<file path="config.mk">
export PLATFORM = sky130hd
export DESIGN_NAME = inst_fetcher
export DESIGN_NICKNAME = d
export VERILOG_FILES = /design/src/rtl/inst_fetcher.sv
export SDC_FILE = /design/constraint.sdc
export NUM_CORES = 1
export LEC_CHECK = 0
export ABC_AREA = 1
export ABC_CLOCK_PERIOD_IN_PS = 2800
export BUFFER_PORTS_ARGS = -buffer_cell sky130_fd_sc_hd__buf_2
export CORE_UTILIZATION = 45
export CTS_CLUSTER_SIZE = 14
export DETAILED_ROUTE_END_ITERATION = 7
export PLACE_DENSITY = 0.69
export RECOVER_POWER = 100
export SYNTH_ARGS = -nofsm -noshare
export SYNTH_HDL_FRONTEND = slang
export SYNTH_SLANG_ARGS = --single-unit
</file>
<file path="constraint.sdc">
create_clock -name clk_in -period 2.8 [get_ports clk_in]
set_input_delay 0.28 -clock clk_in [delete_from_list [all_inputs] [get_ports clk_in]]
set_output_delay 0.28 -clock clk_in [all_outputs]
set_load 0.1 [all_outputs]
</file>
<file path="src/rtl/inst_fetcher.sv">
// inst_fetcher: fetches one instruction at a time from the I-cache, decodes it
// into fetched-op queue fields, predicts the next PC statically and pushes under back-pressure.
`default_nettype none

module inst_fetcher #(
  parameter logic [31:0] RESET_PC = 32'h0
) (
  input  logic        clk_in,
  input  logic        rst_in,
  input  logic        rdy_in,
  output logic        ic_req_valid,
  output logic [31:0] ic_addr,
  input  logic        ic_resp_valid,
  input  logic [31:0] ic_inst,
  output logic        inst_out_valid,
  output logic [4:0]  op_out,
  output logic [4:0]  rd_out,
  output logic [4:0]  rs1_out,
  output logic [4:0]  rs2_out,
  output logic [31:0] imm_out,
  output logic        branch_out,
  output logic        ls_out,
  output logic        use_imm_out,
  output logic        jalr_out,
  output logic [31:0] addr_out,
  input  logic        foq_full,
  input  logic        predict_fail,
  input  logic [31:0] correct_pc,
  input  logic        jalr_done,
  input  logic [31:0] jalr_target
);

  typedef enum logic [2:0] {
    S_IDLE  = 3'd0,
    S_WAIT  = 3'd1,
    S_PUSH  = 3'd2,
    S_JWAIT = 3'd3,
    S_FLUSH = 3'd4
  } state_t;

  localparam logic [4:0] OP_LUI   = 5'd0;
  localparam logic [4:0] OP_AUIPC = 5'd1;
  localparam logic [4:0] OP_JAL   = 5'd2;
  localparam logic [4:0] OP_JALR  = 5'd3;
  localparam logic [4:0] OP_ADD   = 5'd18;

  state_t      state_q;
  logic [31:0] pc_q;
  logic        ic_req_q;
  logic        out_valid_q;
  logic [4:0]  op_q, rd_q, rs1_q, rs2_q;
  logic [31:0] imm_q, addr_q;
  logic        branch_q, ls_q, use_imm_q, jalr_q;

  logic [6:0]  opcode, funct7;
  logic [2:0]  funct3;
  logic [4:0]  f_rd, f_rs1, f_rs2;
  logic [31:0] imm_i, imm_s, imm_b, imm_j, imm_u, imm_sh;

  assign opcode = ic_inst[6:0];
  assign f_rd   = ic_inst[11:7];
  assign funct3 = ic_inst[14:12];
  assign f_rs1  = ic_inst[19:15];
  assign f_rs2  = ic_inst[24:20];
  assign funct7 = ic_inst[31:25];

  assign imm_i  = {{20{ic_inst[31]}}, ic_inst[31:20]};
  assign imm_s  = {{20{ic_inst[31]}}, ic_inst[31:25], ic_inst[11:7]};
  assign imm_b  = {{19{ic_inst[31]}}, ic_inst[31], ic_inst[7], ic_inst[30:25], ic_inst[11:8], 1'b0};
  assign imm_j  = {{11{ic_inst[31]}}, ic_inst[31], ic_inst[19:12], ic_inst[20], ic_inst[30:21], 1'b0};
  assign imm_u  = {ic_inst[31:12], 12'h000};
  assign imm_sh = {27'd0, ic_inst[24:20]};

  logic [4:0]  dec_op_d, dec_rd_d, dec_rs1_d, dec_rs2_d;
  logic [31:0] dec_imm_d;
  logic        dec_br_d, dec_ls_d, dec_ui_d, dec_jr_d, dec_ok_d;

  always_comb begin
    dec_op_d  = OP_ADD;
    dec_rd_d  = 5'd0;
    dec_rs1_d = 5'd0;
    dec_rs2_d = 5'd0;
    dec_imm_d = 32'd0;
    dec_br_d  = 1'b0;
    dec_ls_d  = 1'b0;
    dec_ui_d  = 1'b1;
    dec_jr_d  = 1'b0;
    dec_ok_d  = 1'b1;
    case (opcode)
      7'h37: begin dec_op_d = OP_LUI;   dec_rd_d = f_rd; dec_imm_d = imm_u; end
      7'h17: begin dec_op_d = OP_AUIPC; dec_rd_d = f_rd; dec_imm_d = imm_u; end
      7'h6F: begin dec_op_d = OP_JAL;   dec_rd_d = f_rd; dec_imm_d = imm_j; end
      7'h67: begin
        dec_op_d  = OP_JALR;
        dec_rd_d  = f_rd;
        dec_rs1_d = f_rs1;
        dec_imm_d = imm_i;
        dec_jr_d  = 1'b1;
        dec_ok_d  = (funct3 == 3'd0);
      end
      7'h63: begin
        dec_rs1_d = f_rs1;
        dec_rs2_d = f_rs2;
        dec_imm_d = imm_b;
        dec_br_d  = 1'b1;
        dec_ui_d  = 1'b0;
        case (funct3)
          3'd0:    dec_op_d = 5'd4;
          3'd1:    dec_op_d = 5'd5;
          3'd4:    dec_op_d = 5'd6;
          3'd5:    dec_op_d = 5'd7;
          3'd6:    dec_op_d = 5'd8;
          3'd7:    dec_op_d = 5'd9;
          default: dec_ok_d = 1'b0;
        endcase
      end
      7'h03: begin
        dec_rd_d  = f_rd;
        dec_rs1_d = f_rs1;
        dec_imm_d = imm_i;
        dec_ls_d  = 1'b1;
        case (funct3)
          3'd0:    dec_op_d = 5'd10;
          3'd1:    dec_op_d = 5'd11;
          3'd2:    dec_op_d = 5'd12;
          3'd4:    dec_op_d = 5'd13;
          3'd5:    dec_op_d = 5'd14;
          default: dec_ok_d = 1'b0;
        endcase
      end
      7'h23: begin
        dec_rs1_d = f_rs1;
        dec_rs2_d = f_rs2;
        dec_imm_d = imm_s;
        dec_ls_d  = 1'b1;
        case (funct3)
          3'd0:    dec_op_d = 5'd15;
          3'd1:    dec_op_d = 5'd16;
          3'd2:    dec_op_d = 5'd17;
          default: dec_ok_d = 1'b0;
        endcase
      end
      7'h13: begin
        dec_rd_d  = f_rd;
        dec_rs1_d = f_rs1;
        dec_imm_d = imm_i;
        case (funct3)
          3'd0: dec_op_d = 5'd18;
          3'd2: dec_op_d = 5'd21;
          3'd3: dec_op_d = 5'd22;
          3'd4: dec_op_d = 5'd23;
          3'd6: dec_op_d = 5'd26;
          3'd7: dec_op_d = 5'd27;
          3'd1: begin
            dec_op_d  = 5'd20;
            dec_imm_d = imm_sh;
            dec_ok_d  = (funct7 == 7'h00);
          end
          default: begin
            dec_op_d  = (funct7 == 7'h20) ? 5'd25 : 5'd24;
            dec_imm_d = imm_sh;
            dec_ok_d  = (funct7 == 7'h00) || (funct7 == 7'h20);
          end
        endcase
      end
      7'h33: begin
        dec_rd_d  = f_rd;
        dec_rs1_d = f_rs1;
        dec_rs2_d = f_rs2;
        dec_ui_d  = 1'b0;
        if (funct7 == 7'h00) begin
          case (funct3)
            3'd0:    dec_op_d = 5'd18;
            3'd1:    dec_op_d = 5'd20;
            3'd2:    dec_op_d = 5'd21;
            3'd3:    dec_op_d = 5'd22;
            3'd4:    dec_op_d = 5'd23;
            3'd5:    dec_op_d = 5'd24;
            3'd6:    dec_op_d = 5'd26;
            default: dec_op_d = 5'd27;
          endcase
        end else if (funct7 == 7'h20 && funct3 == 3'd0) begin
          dec_op_d = 5'd19;
        end else if (funct7 == 7'h20 && funct3 == 3'd5) begin
          dec_op_d = 5'd25;
        end else begin
          dec_ok_d = 1'b0;
        end
      end
      default: dec_ok_d = 1'b0;
    endcase
    // Anything not recognised collapses to ADDI x0,x0,0.
    if (!dec_ok_d) begin
      dec_op_d  = OP_ADD;
      dec_rd_d  = 5'd0;
      dec_rs1_d = 5'd0;
      dec_rs2_d = 5'd0;
      dec_imm_d = 32'd0;
      dec_br_d  = 1'b0;
      dec_ls_d  = 1'b0;
      dec_ui_d  = 1'b1;
      dec_jr_d  = 1'b0;
    end
  end

  // Static prediction: JAL and backward branches taken, everything else falls through.
  logic [31:0] npc_d;
  assign npc_d = (op_q == OP_JAL || (branch_q && imm_q[31])) ? pc_q + imm_q : pc_q + 32'd4;

  always_ff @(posedge clk_in or negedge rst_in) begin
    if (!rst_in) begin
      state_q     <= S_IDLE;
      pc_q        <= RESET_PC;
      ic_req_q    <= 1'b0;
      out_valid_q <= 1'b0;
      op_q        <= 5'd0;
      rd_q        <= 5'd0;
      rs1_q       <= 5'd0;
      rs2_q       <= 5'd0;
      imm_q       <= 32'd0;
      addr_q      <= 32'd0;
      branch_q    <= 1'b0;
      ls_q        <= 1'b0;
      use_imm_q   <= 1'b0;
      jalr_q      <= 1'b0;
    end else if (rdy_in) begin
      if (predict_fail) begin
        pc_q        <= correct_pc;
        out_valid_q <= 1'b0;
        if (state_q == S_WAIT && !ic_resp_valid) begin
          state_q  <= S_FLUSH;
          ic_req_q <= 1'b0;
        end else begin
          state_q  <= S_WAIT;
          ic_req_q <= 1'b1;
        end
      end else begin
        case (state_q)
          S_IDLE: begin
            state_q  <= S_WAIT;
            ic_req_q <= 1'b1;
          end
          S_WAIT: begin
            if (ic_resp_valid) begin
              op_q        <= dec_op_d;
              rd_q        <= dec_rd_d;
              rs1_q       <= dec_rs1_d;
              rs2_q       <= dec_rs2_d;
              imm_q       <= dec_imm_d;
              branch_q    <= dec_br_d;
              ls_q        <= dec_ls_d;
              use_imm_q   <= dec_ui_d;
              jalr_q      <= dec_jr_d;
              addr_q      <= pc_q;
              state_q     <= S_PUSH;
              ic_req_q    <= 1'b0;
              out_valid_q <= 1'b1;
            end
          end
          S_PUSH: begin
            if (!foq_full) begin
              out_valid_q <= 1'b0;
              pc_q        <= npc_d;
              if (jalr_q) begin
                state_q <= S_JWAIT;
              end else begin
                state_q  <= S_WAIT;
                ic_req_q <= 1'b1;
              end
            end
          end
          S_JWAIT: begin
            if (jalr_done) begin
              pc_q     <= jalr_target;
              state_q  <= S_WAIT;
              ic_req_q <= 1'b1;
            end
          end
          S_FLUSH: begin
            if (ic_resp_valid) begin
              state_q  <= S_WAIT;
              ic_req_q <= 1'b1;
            end
          end
          default: begin
            state_q     <= S_IDLE;
            ic_req_q    <= 1'b0;
            out_valid_q <= 1'b0;
          end
        endcase
      end
    end
  end

  assign ic_req_valid   = ic_req_q;
  assign ic_addr        = pc_q;
  assign inst_out_valid = out_valid_q;
  assign op_out         = op_q;
  assign rd_out         = rd_q;
  assign rs1_out        = rs1_q;
  assign rs2_out        = rs2_q;
  assign imm_out        = imm_q;
  assign branch_out     = branch_q;
  assign ls_out         = ls_q;
  assign use_imm_out    = use_imm_q;
  assign jalr_out       = jalr_q;
  assign addr_out       = addr_q;

endmodule

`default_nettype wire

</file>
==> qor.log <==
qor: power_and_ir_drop.static-leakage-power 6.256 nW
qor: power_and_ir_drop.power.density 1085 nW/um2
qor: routing.detail_route.first_pass.iterations 6
qor: clock_network.cts_repair_resize_count 0
qor: worst_setup_path.criticalPathCategory flip-flop to flip-flop
qor: floorplanning.start_util 45.95%
qor: worst_setup_path.r2r_slack 0.43 ns
qor: floorplanning.fp.coreArea 21,090 um2
qor: cells_and_area.post_route_cells_drive_above_1_share 9.815%
qor: routing.route.detailed.drc 0
qor: routing.routed_wirelength 34,390 um
qor: worst_setup_path.crit_path_max_incr_delay 0.49 ns
qor: worst_setup_path.critical_path.startpoint_type flip-flop
qor: synthesis.yosysSeqAreaShare 32.28%
qor: cells_and_area.number_of_nets_in_the_layout 1,906
qor: global_routing.globalRoute.totalOverflow 0
qor: clock_network.cts.hold.buffers_added 1
qor: routing.route.vias.total 11,000
qor: synthesis.post_synth.cell_area_avg 6.219 um2
qor: synthesis.most_instantiated_cells_after_synthesis sky130_fd_sc_hd__nand2_1, sky130_fd_sc_hd__inv_1, sky130_fd_sc_hd__nor2_1
qor: worst_setup_path.worst_ep_required_time 3.11 ns
qor: clock_network.clock_sink_count 125
qor: outcome.outcome completed
qor: worst_setup_path.critical_path.endpoint_type flip-flop
qor: floorplanning.placement_rows 53
qor: synthesis.synth_edf_count 0
qor: cells_and_area.finish.cell_count_without_fillers 2,058
qor: synthesis.yosys_warnings 0
qor: clock_network.postCtsSetupRepairBufs 0
qor: cells_and_area.final_core_utilization 54.84%
qor: placed_design.dp.final_hpwl 26,850 um
qor: synthesis.synth.ff_latch_count 125
qor: synthesis.netlist.top_cell.by_area sky130_fd_sc_hd__dfrtp_1
qor: job.drv_cap 0
qor: routing.initialDrtViolationCount 767
qor: clock_network.clk_path_buf_depth 2
qor: clock_network.cts_tree yes
qor: cells_and_area.antenna_cells_inserted 0
qor: worst_setup_path.cpMaxStageDelayCell sky130_fd_sc_hd__dfrtp_1
qor: global_routing.grt_pass1_wl 53,770 um
qor: synthesis.synthesis.nets 1,694
qor: sta.setup_tns 0 ns
qor: floorplanning.chipHeight 148.7 um
qor: global_routing.grt_pass1_vias 10,160
qor: hold_path.hold_path.class primary input to flip-flop
qor: synthesis.ys_async_sr_fraction 100.0%
qor: synthesis.synth_cell_area 9689 um2
qor: sta.finClkSkew 0.01056 ns
qor: worst_setup_path.crit_path_frequent_cell sky130_fd_sc_hd__nand2_1
qor: routing.drtAntennaViolNets 0
qor: routing.route.detailed.vias_per_inst 5.343
qor: sta.grt_setup_unrepaired no
qor: floorplanning.ports_placed_on_the_boundary 225
qor: sta.count_of_endpoints_failing_hold_in_the_final_timing_report 0
qor: sta.fin_crit 2.372 ns
qor: routing.per_cell_routed_wire_length 16.71 um
qor: synthesis.synth.top_cell.area_share 32.28%
qor: clock_network.tritoncts.num_buffers 17
qor: power_and_ir_drop.max-vdd-ir-drop 0.5772 mV
qor: sta.timing_worst_slew_pin_value 1.335 ns
qor: cells_and_area.syn_to_final_growth 19.34%
qor: global_routing.grt_antenna_before_repair 0
qor: sta.timing.hold.ws 0.09491 ns
qor: global_routing.largest_net_degree_at_the_start_of_global_routing 60
qor: placed_design.gp_congestion 1.022
qor: clock_network.worst_setup_hold_path_clk_slew 0.06 ns
qor: floorplanning.die_x 148.7 um
qor: placed_design.numPlacedInstances 2,025
qor: synthesis.synth-main-ff-cell sky130_fd_sc_hd__dfrtp_1
qor: sta.finalMaxSlewViolations 0
qor: clock_network.ctsHtreeMaxLevel 4
qor: sta.setup_viol 0
qor: worst_setup_path.worstPathMaxFanout 6
qor: synthesis.most_common_cell_in_the_netlist sky130_fd_sc_hd__nand2_1
qor: clock_network.clock-root-buffer sky130_fd_sc_hd__clkbuf_16
qor: synthesis.syn_inst 1,558
qor: worst_setup_path.cp_data_arrival_time 2.69 ns
qor: clock_network.clock_insertion_delay_worst_skew 0.43 ns
qor: worst_setup_path.worstPathCellList nand3_1 > nor2_1 > nand2_1 > nor2_1 > xor2_1 > nand2_1 > nand3_1 > nand3_1 > nand2_1 > nand2_1
qor: floorplanning.floorplan.die_area 22,120 um2
qor: sta.clock.fmax 421.5 MHz
qor: sta.post-route-period-util 84.73%
qor: sta.maxSlewHeadroom 10.99%
qor: synthesis.synth_top_cells_by_area sky130_fd_sc_hd__dfrtp_1, sky130_fd_sc_hd__nand2_1, sky130_fd_sc_hd__inv_1
qor: global_routing.grt_util_all_layers 31.46%
qor: synthesis.yosysUniqueCellTypes 41
qor: placed_design.numPortBuffers 224
==> worst paths after layout <==
check / start / end / depth (start not counted)
setup / recovery: ic_addr[2] / ic_addr[11] / 10
hold / removal: ic_inst[15] / rs1_out[0] / 3
setup reg to reg: ic_addr[2] / ic_addr[11] / 10
hold reg to reg: rd_out[1] / rd_out[1] / 2
max in group asynchronous: rst_in / ic_addr[31] / 3
min in group asynchronous: rst_in / ic_addr[3] / 2
==> critical path: cells and delay by family, from the launching register on <==
kind	cells	cell delay, ns
DFF	1	0.49
xor gates and xnor gates	1	0.19
and+or+nand+nor	9	1.58
==> per-layer routing <==
| metal | routed length, um | global-route usage (%) | vias to the layer above |
|---|---|---|---|
| met2 | 15520 | 49.77 | 468 |
| met1 | 15450 | 43.69 | 5026 |
| met4 | 1199 | 13.37 | 0 |
| met3 | 2227 | 3.364 | 76 |
| li1 | - | - | 5425 |
| met5 | 0 | 0 | - |
==> layout make-up <==
cell class              instances  area [um2]
repair buffers                244        1141
multi-input cells            1177        5538
well taps                     275       344.1
inverters                     205       770.7
fillers                      2243        9524
clock buffers                  19       452.9
flip-flops and latches        125        3128
clock inverters                13       188.9
==> cells in the final DEF, fill, tap and decap left out, drive strengths merged, types with 5 or more instances in the layout <==
| master | count |
|---|---|
| a21oi | 59 |
| buf | 119 |
| clkbuf | 143 |
| clkinv | 5 |
| clkinvlp | 5 |
| dfrtp | 125 |
| ha | 32 |
| inv | 204 |
| nand2 | 586 |
| nand3 | 127 |
| nand3b | 9 |
| nand4 | 35 |
| nor2 | 146 |
| nor3 | 25 |
| o211ai | 10 |
| o21ai | 79 |
| o21bai | 7 |
| o22ai | 22 |
| xor2 | 17 |
==> cells by family after synthesis <==
group	count (synthesis)	synth area share (%)
AOI/OAI and AO/OA	191	11.04
xor gates and xnor gates	21	1.898
adders and majority gates	33	4.339
buffers and inverters	256	10.43
DFF	125	32.28
and+or+nand+nor	932	40.01
==> sequential cells by signal, summed over array words and instances, names as in the netlist <==
signal          count
addr_out           32
ic_addr            32
imm_out            32
op_out              5
rd_out              5
rs1_out             5
rs2_out             5
state_q             3
branch_out          1
ic_req_valid        1
inst_out_valid      1
jalr_out            1
ls_out              1
use_imm_out         1
==> power by group <==
part / total, mW / switching (mW) / internal (mW)
logic: 7.20 / 5.90 / 1.30
registers: 2.92 / 0.634 / 2.28
clock network: 2.43 / 0.891 / 1.54
==> metrics by stage <==
step	cell area, um2	worst slack (ns)	total power [mW]
after floorplan	9689	0.2130	8.455
after global placement	11110	0.3198	10.12
after detailed placement	11110	0.2754	10.18
after CTS	11760	0.5542	12.63
after global routing	11560	0.1665	13.15
final	11560	0.4276	12.55
No activity file was read; power rests on OpenSTA's default activity.
